File: config.mk
export PLATFORM = sky130hd
export DESIGN_NAME = riscv_fetch_pc_sequencer
export DESIGN_NICKNAME = d
export VERILOG_FILES = /design/src/rtl/riscv_fetch_pc_sequencer.sv
export SDC_FILE = /design/constraint.sdc
export NUM_CORES = 1
export LEC_CHECK = 0
export BUFFER_PORTS_ARGS = -buffer_cell sky130_fd_sc_hd__buf_2
export CAP_MARGIN = 20
export CORE_AREA = 2 2 179 181
export CTS_BUF_LIST = sky130_fd_sc_hd__clkbuf_8
export DETAILED_ROUTE_END_ITERATION = 16
export DIE_AREA = 0 0 181 183
export PLACE_DENSITY = 0.59
export SLEW_MARGIN = 10
export SYNTH_ARGS = -nofsm -noshare
export SYNTH_HDL_FRONTEND = slang
export SYNTH_SLANG_ARGS = --single-unit
File: constraint.sdc
create_clock -name clk -period 2.3 [get_ports clk]
set_input_delay 0.345 -clock clk [delete_from_list [all_inputs] [get_ports clk]]
set_output_delay 0.345 -clock clk [all_outputs]
set_load 0.05 [all_outputs]
File: src/rtl/riscv_fetch_pc_sequencer.sv
// Fetch-stage next-PC sequencer: EX redirect > rollback > inject > PC+4, per-stage kill flags, misaligned-target trap.
// Optional fetch performance counters are built when FETCH_PERF_COUNTERS_EN is defined.
module riscv_fetch_pc_sequencer #(
  parameter int unsigned           ADDR_WIDTH = 64,
  parameter logic [ADDR_WIDTH-1:0] RESET_ADDR = '0,
  parameter logic [ADDR_WIDTH-1:0] TRAP_ADDR  = ADDR_WIDTH'('h100),
  parameter int unsigned           CNT_WIDTH  = 32
) (
  input  logic                  clk,
  input  logic                  nreset,
  input  logic                  i_stall,
  input  logic                  i_ex_jump_branch,
  input  logic [ADDR_WIDTH-1:0] i_ex_jump_addr,
  input  logic                  i_discard_jump,
  input  logic                  i_rollback_jump,
  input  logic [ADDR_WIDTH-1:0] i_rollback_jump_addr,
  input  logic                  i_pm_flush_req,
  input  logic                  i_if_inject,
  input  logic [ADDR_WIDTH-1:0] i_if_inject_addr,
  output logic [ADDR_WIDTH-1:0] o_if_pc,
  output logic                  o_pm_flush,
  output logic                  o_id_flush,
  output logic                  o_ex_flush,
  output logic                  o_redirect,
  output logic                  o_fetch_misaligned,
  output logic [ADDR_WIDTH-1:0] o_bad_addr,
  output logic [CNT_WIDTH-1:0]  o_cnt_redirect,
  output logic [CNT_WIDTH-1:0]  o_cnt_rollback,
  output logic [CNT_WIDTH-1:0]  o_cnt_discard,
  output logic [CNT_WIDTH-1:0]  o_cnt_inject
);

  logic                  ex_redir;
  logic                  arch_redir;
  logic [ADDR_WIDTH-1:0] arch_target;
  logic                  target_misaligned;
  logic                  inject_ok;
  logic [ADDR_WIDTH-1:0] next_pc;
  logic                  pm_flush_next;
  logic                  id_flush_next;
  logic                  ex_flush_next;

  // NOTE: every always_comb output gets a default first so no path leaves it unassigned (no latch).
  always_comb begin
    ex_redir          = i_ex_jump_branch && !i_discard_jump;
    arch_redir        = ex_redir || i_rollback_jump;
    arch_target       = ex_redir ? i_ex_jump_addr : i_rollback_jump_addr;
    target_misaligned = arch_redir && (arch_target[1:0] != 2'b00);
    // A misaligned predictor target is simply not taken; fetch falls through sequentially.
    inject_ok         = !arch_redir && i_if_inject && (i_if_inject_addr[1:0] == 2'b00);

    next_pc       = o_if_pc + ADDR_WIDTH'(4);
    pm_flush_next = 1'b0;
    id_flush_next = o_pm_flush;
    ex_flush_next = o_id_flush;

    if (target_misaligned) begin
      next_pc = TRAP_ADDR;
    end else if (arch_redir) begin
      next_pc = arch_target;
    end else if (inject_ok) begin
      next_pc = i_if_inject_addr;
    end

    if (arch_redir) begin
      pm_flush_next = 1'b1;
      id_flush_next = 1'b1;
      ex_flush_next = 1'b1;
    end else if (inject_ok && i_pm_flush_req) begin
      pm_flush_next = 1'b1;
    end
  end

  // NOTE: sequential state uses non-blocking assignments so all flops update from pre-edge values.
  always_ff @(posedge clk) begin
    if (!nreset) begin
      o_if_pc            <= RESET_ADDR;
      o_pm_flush         <= 1'b1;
      o_id_flush         <= 1'b1;
      o_ex_flush         <= 1'b1;
      o_redirect         <= 1'b0;
      o_fetch_misaligned <= 1'b0;
      o_bad_addr         <= '0;
    end else if (!i_stall) begin
      o_if_pc            <= next_pc;
      o_pm_flush         <= pm_flush_next;
      o_id_flush         <= id_flush_next;
      o_ex_flush         <= ex_flush_next;
      o_redirect         <= arch_redir;
      o_fetch_misaligned <= target_misaligned;
      if (target_misaligned) begin
        o_bad_addr <= arch_target;
      end
    end
  end

`ifdef FETCH_PERF_COUNTERS_EN
  logic [CNT_WIDTH-1:0] cnt_redirect;
  logic [CNT_WIDTH-1:0] cnt_rollback;
  logic [CNT_WIDTH-1:0] cnt_discard;
  logic [CNT_WIDTH-1:0] cnt_inject;

  function automatic logic [CNT_WIDTH-1:0] sat_inc(input logic [CNT_WIDTH-1:0] cnt, input logic ev);
    return (ev && !(&cnt)) ? cnt + CNT_WIDTH'(1) : cnt;
  endfunction

  // A trapped rollback counts as a redirect, not as a rollback.
  always_ff @(posedge clk) begin
    if (!nreset) begin
      cnt_redirect <= '0;
      cnt_rollback <= '0;
      cnt_discard  <= '0;
      cnt_inject   <= '0;
    end else if (!i_stall) begin
      cnt_redirect <= sat_inc(cnt_redirect, ex_redir || target_misaligned);
      cnt_rollback <= sat_inc(cnt_rollback, !ex_redir && i_rollback_jump && !target_misaligned);
      cnt_discard  <= sat_inc(cnt_discard, i_ex_jump_branch && i_discard_jump);
      cnt_inject   <= sat_inc(cnt_inject, inject_ok);
    end
  end

  assign o_cnt_redirect = cnt_redirect;
  assign o_cnt_rollback = cnt_rollback;
  assign o_cnt_discard  = cnt_discard;
  assign o_cnt_inject   = cnt_inject;
`else
  assign o_cnt_redirect = '0;
  assign o_cnt_rollback = '0;
  assign o_cnt_discard  = '0;
  assign o_cnt_inject   = '0;
`endif

`ifdef SIMULATION
  always_ff @(posedge clk) begin
    if (nreset && !i_stall) begin
      assert (!(i_ex_jump_branch && i_rollback_jump))
        else $error("EX jump and predictor rollback asserted in the same cycle");
    end
  end
`endif

endmodule

## Word-level counts from Yosys, hierarchy flattened

Cells that the tools add are included.

| word-level totals | value |
|---|---|
| flip-flop bits (word level) | 133 |
| input bits | 200 |
| output and inout bits | 261 |
| word-level logic and storage cells | 28 |

| cells by class | value |
|---|---|
| add/subtract/negate cells | 1 |
| multiplexer cells | 8 |
| bitwise operators | 1 |
| reduce and logical (&&, ||, !) cells | 11 |

Operators by type and width:

| kind | count |
|---|---|
| 2-to-1 mux 64 bit | 4 |
| adder 64 x 3 -> 64 bit, second input constant | 1 |
| logical AND 1 bit | 5 |
| 2-to-1 mux 1 bit | 4 |
| logical NOT 1 bit | 2 |
| logical NOT 2 bit | 1 |
| AND reduction 2 bit | 1 |
| nonzero test 2 bit | 1 |
| logical OR 1 bit | 1 |
| NOT 1 bit | 1 |

## Longest topological paths before layout

Gate-level depths: netlist of the first run.

| depth | value |
|---|---|
| word-level depth | 9 |
| mapped depth | 9 |
| mapped depth without buffers | 7 |

## Worst setup path after synthesis of the first run

OpenSTA, ideal clock, no wires.

| timing path | value |
|---|---|
| path type | reg2reg |
| start | register o_if_pc[2] |
| end | register o_if_pc[40] |
| library setup time | 0.120 ns |
| arrival time | 2.470 ns |
| required time | 2.180 ns |
| path slack | -0.290 ns |
| stages on the path, launching flop included | 8 |
| buffers on the path | 0 |
| period minus slack after synthesis | 2.590 ns |
| cell sequence | dfxtp_1 > ha_1 > nand3_1 > or4_4 > nor3_4 > nand3_2 > and3_1 > o31a_1 |

| on the way | value |
|---|---|
| word-level cells in the longest chain between the ends | 4 |

Ends and longest elaborated chain:

| item | line | text |
|---|---|---|
| start, declared | 20 | `output logic [ADDR_WIDTH-1:0] o_if_pc,` |
| start signal, assigned | 85 | `o_if_pc <= next_pc;` |
| adder 64 x 3 -> 64 bit | 52 | `next_pc = o_if_pc + ADDR_WIDTH'(4);` |
| 2-to-1 mux 64 bit | 61 | `end else if (inject_ok) begin` |
| 2-to-1 mux 64 bit | 59 | `end else if (arch_redir) begin` |
| 2-to-1 mux 64 bit | 57 | `if (target_misaligned) begin` |

No other way between the ends.
A chain may end at the register's enable or synchronous reset.

## Worst setup path after layout of the first run

Ends and elaborated chain as after synthesis.

==> results of run 1 <==
[placed cells by master, fill, tap and decap left out, types with 21 or more instances in the layout]
cell type / n
buf_4: 134
a21oi_1: 91
dfxtp_2: 22
conb_1: 128
nand2_1: 184
a211oi_1: 25
nand3_1: 51
a311oi_1: 50
buf_2: 332
dfxtp_1: 107
o21ai_0: 73
nor3_1: 26
nor2_1: 109
nand4_1: 21
[cell families after synthesis]
logic type	Yosys count
xor gates and xnor gates	11
and+or+nand+nor	486
adders and majority gates	1
DFF	133
buffers and inverters	232
other	1
AOI/OAI and AO/OA	362
muxes	18
[worst max-delay path, stage by stage (launching register included)]
cell and delay [ns]:
dfxtp_4 0.36, ha_1 0.20, nand3_2 0.13, or4_4 0.48, nor3_4 0.33, nand3_2 0.13
and3_1 0.19, o31a_1 0.27
[routing by layer]
metal	up-vias	GRT usage (%)
met1	5302	33.68
met5	-	0
met3	72	7.645
met4	4	8.163
met2	666	41.49
li1	5131	-
[cell usage after synthesis, drive strengths merged, types with 8 or more instances]
cell / instances / area (um^2)
mux2i: 18 / 180.2
a221oi: 8 / 70.07
o211ai: 18 / 135.1
a21oi: 91 / 455.4
nor2: 111 / 416.7
inv: 11 / 41.29
o21a: 9 / 67.56
nand3: 56 / 285.3
dfxtp: 133 / 2663
a311oi: 50 / 437.9
xnor2: 9 / 78.83
a211oi: 25 / 187.7
nand4: 24 / 177.7
a31oi: 16 / 100.1
nand2: 184 / 690.7
nor4: 19 / 173.9
or3: 18 / 117.6
buf: 147 / 1045
clkbuf: 73 / 274.0
o221ai: 20 / 175.2
nor3: 32 / 187.7
and3: 10 / 62.56
o21ai: 75 / 375.4
[power by group]
group / switching (uW) / total (uW) / internal (uW)
clock network: 1180 / 2060 / 885
registers: 116 / 2580 / 2460
logic: 1880 / 2530 / 645
[flip-flops by register name, summed over array words and instances (netlist names)]
register and count:
o_bad_addr 64, o_ex_flush 1, o_fetch_misaligned 1, o_id_flush 1, o_if_pc 64, o_pm_flush 1, o_redirect 1
[metrics by stage]
stage                     total power (uW)  hold WS (ns)  util (%)  worst slack (ns)   TNS [ns]
after floorplan                       4432        0.5048         -         -0.002328  -0.002328
after global placement                5109        0.4332     37.67           -0.4295     -1.129
after detailed placement              5121        0.4412     37.67           -0.4494     -1.237
after CTS                             7173        0.1165     38.88           0.01777          0
after global routing                  7445        0.1261     39.08          -0.02755   -0.02755
final                                 7166        0.1376     39.09            0.1081          0
[final timing paths]
kind	start	end	cells after the start
worst min-delay path	i_rollback_jump_addr[31]	o_bad_addr[31]$_SDFFE_PN0P_	3
worst min register to register	o_if_pc[1]$_SDFFE_PN0P_	o_if_pc[1]$_SDFFE_PN0P_	1
worst max register to register	o_if_pc[2]$_SDFFE_PN0N_	o_if_pc[40]$_SDFFE_PN0N_	7
worst max-delay path	o_if_pc[2]$_SDFFE_PN0N_	o_if_pc[40]$_SDFFE_PN0N_	7
[final cells by class]
type | count | area, um^2 | area share [%]
inverters | 12 | 46.29 | 0.3792
multi-input cells | 1006 | 5663 | 46.39
flip-flops and latches | 133 | 2705 | 22.16
clock inverters | 15 | 143.9 | 1.179
diodes | 2 | 5.005 | 0.04100
clock buffers | 17 | 234.0 | 1.917
well taps | 402 | 503.0 | 4.120
repair buffers | 478 | 2908 | 23.82
==> impl_metrics.toml, run 1 <==
[status]
status = "completed"

[yosys]
synth_area_um2 = 9117
synth_fa_ha_area_share_pct = 0.1372
synth-xor-area-share_pct = 1.057
synth-compound-area-share_pct = 26.75
synth-seq-cells = 133
synthFlopType = "dfxtp_1"
synthCells = 1244
seq_area_frac_synth_pct = 29.20
synth_edf_count = 0
synth_top_family_by_area = "compound AO/OA/AOI/OAI gates"
synth_warnings = 0
ys_async_sr_fraction_pct = 0
syn_area_per_cell_um2 = 7.329
ys_types = 69
synth_mux_area_share_pct = 1.976
synth_simple_gate_area_share_pct = 25.88

[placement]
hpwl_um = 35430
port_buffers = 332
dp.cells = 2031
dpl_cell_area_um2 = 11770
gp_congestion = 0.9834

[setup_path]
endpoint_kind = "flip-flop"
worstSetupPathType = "flip-flop to flip-flop"
critPathArrivalTime_ns = 2.54
crit_fanout = 4
required_ns = 2.65
rrSetupSlack_ns = 0.11
critical_path.startpoint_type = "flip-flop"

[drt]
first_pass_iters = 5
remaining_drc_errors = 0
drt.antenna.violating_nets = 0
wirelength_um = 45380
vias = 11175
vias_per_cell = 5.412
wl_met1_um = 18660
met3_wirelength_um = 4820
wire_per_inst_um = 21.97
drt_iter0_drc = 1068
top_layer_used = "met5"
wl_met2_um = 20430

[clock_network]
postCtsHoldBufs = 0
cts-root-buf = "clkbuf_8"
cts_sinks = 133
cts_max_path_buffers = 2
worstSkewPairLatency_ns = 0.47
postCtsSetupBuffers = 0
ctsResizeCount = 0
cts_tree = "yes"
cts.reportedPaths.clkPinSlew_ns = 0.11
h-tree-depth = 4
cts_buffers = 17

[final_layout]
final_cell_area_um2 = 12210
stdcell_count = 2065
final_nets = 1849
area_growth_syn_to_layout_pct = 33.90
nFillCells = 3332
drive_gt1_share_pct = 34.86

[global_routing]
antenna_found_initial = 4
grt_max_degree = 81
grt_pass1_vias = 10094
grt_util_all_layers_pct = 25.95
overflow = 0
grt_pass1_wl_um = 64570

[sta]
finalCriticalPeriod_ns = 2.192
setup_violations = 0
relSlewSlack_pct = 29.24
max_freq_mhz = 456.2
min_period_over_period_pct = 95.30
finalHoldViolCount = 0
worst_pin_slew_ns = 1.061
finalMaxSlewViolations = 0
rsz0062_at_grt = "yes"
skew_ns = 0.01988

[floorplan]
coreArea_um2 = 31230
initial_utilization_pct = 29.19
fp.dieH_um = 183
ios = 461
die-area_um2 = 33120
rows = 65
die-width_um = 181

[worst_hold_path]
hold_class = "input port to flip-flop"

[power_and_ir_drop]
cellPowerDensity_nw_per_um2 = 587.0
p_leak_uw = 0.005475
peakVddDrop_v = 0.0003311

[run]
maxCapViolations = 0
No activity file was read; power rests on OpenSTA's default activity.
==> inputs of run 2 (changes only) <==
--- a/config.mk
+++ b/config.mk
@@ -11,7 +11,7 @@
 export CTS_BUF_LIST = sky130_fd_sc_hd__clkbuf_8
 export DETAILED_ROUTE_END_ITERATION = 16
 export DIE_AREA = 0 0 181 183
-export PLACE_DENSITY = 0.59
+export PLACE_DENSITY = 0.62
 export SLEW_MARGIN = 10
 export SYNTH_ARGS = -nofsm -noshare
 export SYNTH_HDL_FRONTEND = slang
==> constraint.sdc (replaced) <==
create_clock -name clk -period 2 [get_ports clk]
set_input_delay 0.3 -clock clk [delete_from_list [all_inputs] [get_ports clk]]
set_output_delay 0.3 -clock clk [all_outputs]
set_load 0.05 [all_outputs]
==> impl_metrics.toml, run 2 (synthesis gave the netlist of run 1 again) <==
[drt]
drt.antenna.violating_nets = 0
remaining_drc_errors = 0
wire_per_inst_um = 21.64
vias_per_cell = 5.295
vias = 11384
drt_iter0_drc = 928
wirelength_um = 46520
first_pass_iters = 5

[power_and_ir_drop]
p_seq_share_pct = 35.0
clkPwrFrac_pct = 29.1
p_leak_uw = 0.006149
swShare_pct = 41.96
internal_power_uw = 4882
p_comb_share_pct = 35.9
cellPowerDensity_nw_per_um2 = 633.0
peakVddDrop_v = 0.0003529
p_sw_uw = 3529

[clock_network]
postCtsHoldBufs = 0
worstSkewPairLatency_ns = 0.48
cts_buffers = 17
cts_max_path_buffers = 2
cts_tree = "yes"
cts_sinks = 133
cts.reportedPaths.clkPinSlew_ns = 0.09
cts-root-buf = "clkbuf_8"
h-tree-depth = 4

[sta]
setup_violations = 8
skew_ns = 0.01828
finalHoldViolCount = 0
max_freq_mhz = 480.0
worst_pin_slew_ns = 0.5972
finalCriticalPeriod_ns = 2.083
relSlewSlack_pct = 60.03
finalMaxSlewViolations = 0
finalWorstSetupSlack_ns = -0.08347
min_period_over_period_pct = 104.2
rsz0062_at_grt = "yes"

[floorplan]
ios = 461
die-area_um2 = 33120
initial_utilization_pct = 29.19
rows = 65
die-width_um = 181
fp.dieH_um = 183
coreArea_um2 = 31230

[setup_path]
endpoint_kind = "flip-flop"
critPathBufInv = 2
critPathArrivalTime_ns = 2.49
worstSetupPathType = "flip-flop to flip-flop"
path_cells = "nand4_4, buf_6, or4_4, nor3_4, buf_12, nand3_4, nor4b_2, o31a_1"
required_ns = 2.40
cpPeakStageDelay_ns = 0.57
critical_path.startpoint_type = "flip-flop"
crit_fanout = 4
crit_slowest_cell = "or4_4"
path_delay_family = "simple AND/OR/NAND/NOR gates"

[final_layout]
seqCellArea_um2 = 2790
final_common_cell = "buf_2"
final_nets = 1934
multi_input_area_um2 = 5957
utilization_pct = 42.55
top_regs = "o_bad_addr (64), o_if_pc (64)"
final_cell_mix = "buf_2 (332), buf_4 (208), nand2_1 (183)"
nFillCells = 3246
drive_gt1_share_pct = 41.07
area_growth_syn_to_layout_pct = 45.75

[worst_hold_path]
hold_class = "input port to flip-flop"

[placement]
gp_congestion = 0.9500
hpwl_um = 36920
port_buffers = 332
pre_cts_slack_ns = -0.2859

[global_routing]
grt_pass1_vias = 10661
grt_pass1_wl_um = 67070
overflow = 0
grt_util_all_layers_pct = 26.90
grt_max_degree = 91
antenna_found_initial = 2

[run]
maxCapViolations = 0

[status]
violations = "negative setup slack"
status = "finished, violations left"
## run 2: changes by cell type in the layout (fill, tap and decap cells not counted), moves of 6 or more
| cell | previous run | this run |
|---|---|---|
| nor4_4 | 2 | 11 |
| buf_4 | 134 | 208 |
| buf_6 | 0 | 10 |
| dfxtp_4 | 4 | 25 |
| clkinv_2 | 1 | 7 |
| dfxtp_1 | 107 | 81 |
| o21ai_1 | 1 | 8 |
| nor3_1 | 26 | 20 |
| o21ai_0 | 73 | 65 |
## run 2: stage by stage
step	instance area, um^2	std cells	hold WS, ns	power, uW	TNS (ns)
final	13290	2150	0.08479	8412	-0.3209
after global routing	13290	2149	0.08221	8730	-0.9997
after CTS	13030	2142	0.06400	8408	-0.4620
after detailed placement	12470	2105	0.4361	5968	-10.38
after global placement	12470	2105	0.4339	5951	-9.220
after floorplan	9797	1371	0.4598	5092	-0.7104
## run 2: power groups by stage
stage          Sequential [uW]  Combinational, uW  Clock, uW
3_3_place_gp              3000               2960          0
6_report                  2950               3020       2450
2_1_floorplan             3640               1450          0
4_1_cts                   2940               2980       2490
5_1_grt                   2970               3180       2590
3_5_place_dp              3000               2970          0
## run 2: worst min-delay path: stages
cell	delay, ns
buf_2	0.10
nand2_1	0.05
a311oi_1	0.07
## run 2: final timing paths
path | endpoint | cells after the start | slack (ns) | from
worst min-delay path | o_bad_addr[16]$_SDFFE_PN0P_ | 3 | 0.08 | i_ex_jump_addr[16]
worst max-delay path | o_if_pc[40]$_SDFFE_PN0N_ | 8 | -0.08 | o_if_pc[9]$_SDFFE_PN0N_
worst min register to register | o_if_pc[0]$_SDFFE_PN0P_ | 1 | 0.45 | o_if_pc[0]$_SDFFE_PN0P_
worst max register to register | o_if_pc[40]$_SDFFE_PN0N_ | 8 | -0.08 | o_if_pc[9]$_SDFFE_PN0N_
## run 2: area by class of cell
class / count / area share, %
multi-input combinational: 1006 / 44.83
timing repair buffer: 563 / 27.06
sequential: 133 / 21.00
tap: 402 / 3.785
clock buffer: 18 / 1.864
clock inverter: 14 / 1.083
inverter: 12 / 0.3484
antenna: 2 / 0.03766
## run 2: metal layers
metal  wire length, um  part of all wire, %  track usage [%]  up-vias
met5                 0                    0                0        -
met3              4619                  9.9            7.228       76
li1                  -                    -                -     5280
met4              1892                  4.1            11.54        0
met2             20950                   45            42.94      667
met1             19060                   41            34.26     5361
## run 2: timing repair
item                                    in CTS  in global routing
gates cloned                                 0                  0
pin swaps                                   13                 17
endpoints found under the setup margin      23                 30
resized for setup                           23                 44
setup buffers                                5                  6
==> inputs of run 3 (changes only) <==
--- a/config.mk
+++ b/config.mk
@@ -11,6 +11,7 @@
 export CTS_BUF_LIST = sky130_fd_sc_hd__clkbuf_8
 export DETAILED_ROUTE_END_ITERATION = 16
 export DIE_AREA = 0 0 181 183
+export MAX_ROUTING_LAYER = met4
 export PLACE_DENSITY = 0.62
 export SLEW_MARGIN = 10
 export SYNTH_ARGS = -nofsm -noshare
==> impl_metrics.toml, run 3 (synthesis gave the netlist of run 1 again) <==
[status]
status = "finished, violations left"
violations = "negative setup slack"

[floorplan]
die-width_um = 181
initial_utilization_pct = 29.19
die-area_um2 = 33120
coreArea_um2 = 31230
ios = 461
fp.dieH_um = 183
rows = 65

[setup_path]
r2r-end = "o_if_pc[40]$_SDFFE_PN0N_"
rrSetupSlack_ns = -0.11
required_ns = 2.36
path_cells = "ha_4, nand3_4, or4_4, nor3_4, buf_12, nand3_4, and3_4, o31a_1"
endpoint_kind = "flip-flop"
crit_fanout = 4
crit_slowest_cell = "or4_4"
critPathBufInv = 1
r2r_cells = 8
cpPeakStageDelay_ns = 0.60
crit_top_cell = "nand3_4"
r2r-start = "o_if_pc[2]$_SDFFE_PN0N_"
critical_path.startpoint_type = "flip-flop"
worstSetupPathType = "flip-flop to flip-flop"
path_delay_family = "simple AND/OR/NAND/NOR gates"
critPathArrivalTime_ns = 2.47

[final_layout]
top_regs = "o_bad_addr (64), o_if_pc (64)"
final_common_cell = "buf_2"
stdcell_count = 2138
final_cell_area_um2 = 13220
area_growth_syn_to_layout_pct = 45.04
drive_gt1_share_pct = 40.44
final_cell_mix = "buf_2 (332), buf_4 (189), nand2_1 (183)"
utilization_pct = 42.34
final_nets = 1922

[clock_network]
h-tree-depth = 4
cts-root-buf = "clkbuf_8"
cts.reportedPaths.clkPinSlew_ns = 0.08
cts_max_path_buffers = 2
cts_tree = "yes"
postCtsHoldBufs = 0
cts_sinks = 133
cts_buffers = 17
worstSkewPairLatency_ns = 0.48

[drt]
remaining_drc_errors = 0
wl_met2_um = 20930
top_layer_used = "met4"
wl_met1_um = 18710
vias = 11311
drt.antenna.violating_nets = 0
vias_per_cell = 5.290
first_pass_iters = 5
wirelength_um = 46100
drt_iter0_drc = 907
met3_wirelength_um = 4907
wire_per_inst_um = 21.56

[global_routing]
grt_max_degree = 91
grt_pass1_wl_um = 65720
overflow = 0
grt_pass1_vias = 10478
grt_util_all_layers_pct = 27.21
antenna_found_initial = 4

[power_and_ir_drop]
p_leak_uw = 0.006067
total_power_uw = 8253
cellPowerDensity_nw_per_um2 = 624.1
peakVddDrop_v = 0.0003793

[sta]
worst_pin_slew_ns = 0.6386
min_period_over_period_pct = 105.5
finalCriticalPeriod_ns = 2.110
max_freq_mhz = 473.8
finalWorstSetupSlack_ns = -0.1104
setup_violations = 10
finalMaxSlewViolations = 0
relSlewSlack_pct = 57.14
rsz0062_at_grt = "yes"
finalHoldViolCount = 0
skew_ns = 0.02086

[run]
maxCapViolations = 0

[placement]
port_buffers = 332
hpwl_um = 36430
gp_congestion = 0.9565
dpl_cell_area_um2 = 12530
dp.cells = 2097

[worst_hold_path]
hold_path_end = "o_bad_addr[55]$_SDFFE_PN0P_"
holdCritStartpoint = "i_rollback_jump_addr[55]"
whs_path_depth = 3
hold_class = "input port to flip-flop"
run 3: cell type report:
| type | count | area, um^2 |
|---|---|---|
| diodes | 5 | 12.51 |
| clock buffers | 22 | 302.8 |
| clock inverters | 7 | 57.56 |
| fillers | 3266 | 18010 |
| inverters | 12 | 46.29 |
| multi-input cells | 1006 | 5909 |
| flip-flops and latches | 133 | 2790 |
| well taps | 402 | 503.0 |
| repair buffers | 551 | 3602 |
run 3: worst max-delay path by stage:
stage / start / to / depth (start not counted)
after floorplan: o_if_pc[3]$_SDFFE_PN0N_ / o_if_pc[22]$_SDFFE_PN0N_ / 7
after global placement: i_if_inject_addr[0] / o_if_pc[60]$_SDFFE_PN0N_ / 8
after detailed placement: i_if_inject_addr[1] / o_if_pc[43]$_SDFFE_PN0N_ / 9
after CTS: o_if_pc[2]$_SDFFE_PN0N_ / o_if_pc[40]$_SDFFE_PN0N_ / 8
after global routing: o_if_pc[2]$_SDFFE_PN0N_ / o_if_pc[40]$_SDFFE_PN0N_ / 8
final: o_if_pc[2]$_SDFFE_PN0N_ / o_if_pc[40]$_SDFFE_PN0N_ / 8
run 3: report_power, final:
group	leakage, uW	switching (uW)	total [uW]	internal, uW
Clock	0.000199	1160	2270	1110
Sequential	0.00112	129	2950	2820
Combinational	0.00475	2190	3030	841
run 3: routing by layer:
| layer | global-route usage, % | vias to the layer above |
|---|---|---|
| met5 | - | - |
| met4 | 10.24 | 0 |
| met3 | 8.459 | 75 |
| met2 | 42.66 | 644 |
| met1 | 32.85 | 5330 |
| li1 | - | 5262 |
run 3: tightest hold or removal path, stage by stage:
cell	delay, ns
buf_2	0.10
nand2_1	0.05
a311oi_1	0.07
run 3: through the flow:
step / setup slack (ns) / hold WS, ns / TNS [ns]
detailed placement: -0.3010 / 0.4352 / -10.99
global placement: -0.2805 / 0.4357 / -8.790
global route: -0.1711 / 0.09159 / -2.203
finish: -0.1104 / 0.09338 / -0.4519
floorplan: -0.1185 / 0.4598 / -0.7104
CTS: -0.08988 / 0.07036 / -0.3416
run 3: timing repair:
| item | CTS | global route |
|---|---|---|
| pin swaps | 9 | 12 |
| setup endpoints to repair | 18 | 32 |
| gates resized for setup | 21 | 37 |
| buffers inserted | 2 | 5 |
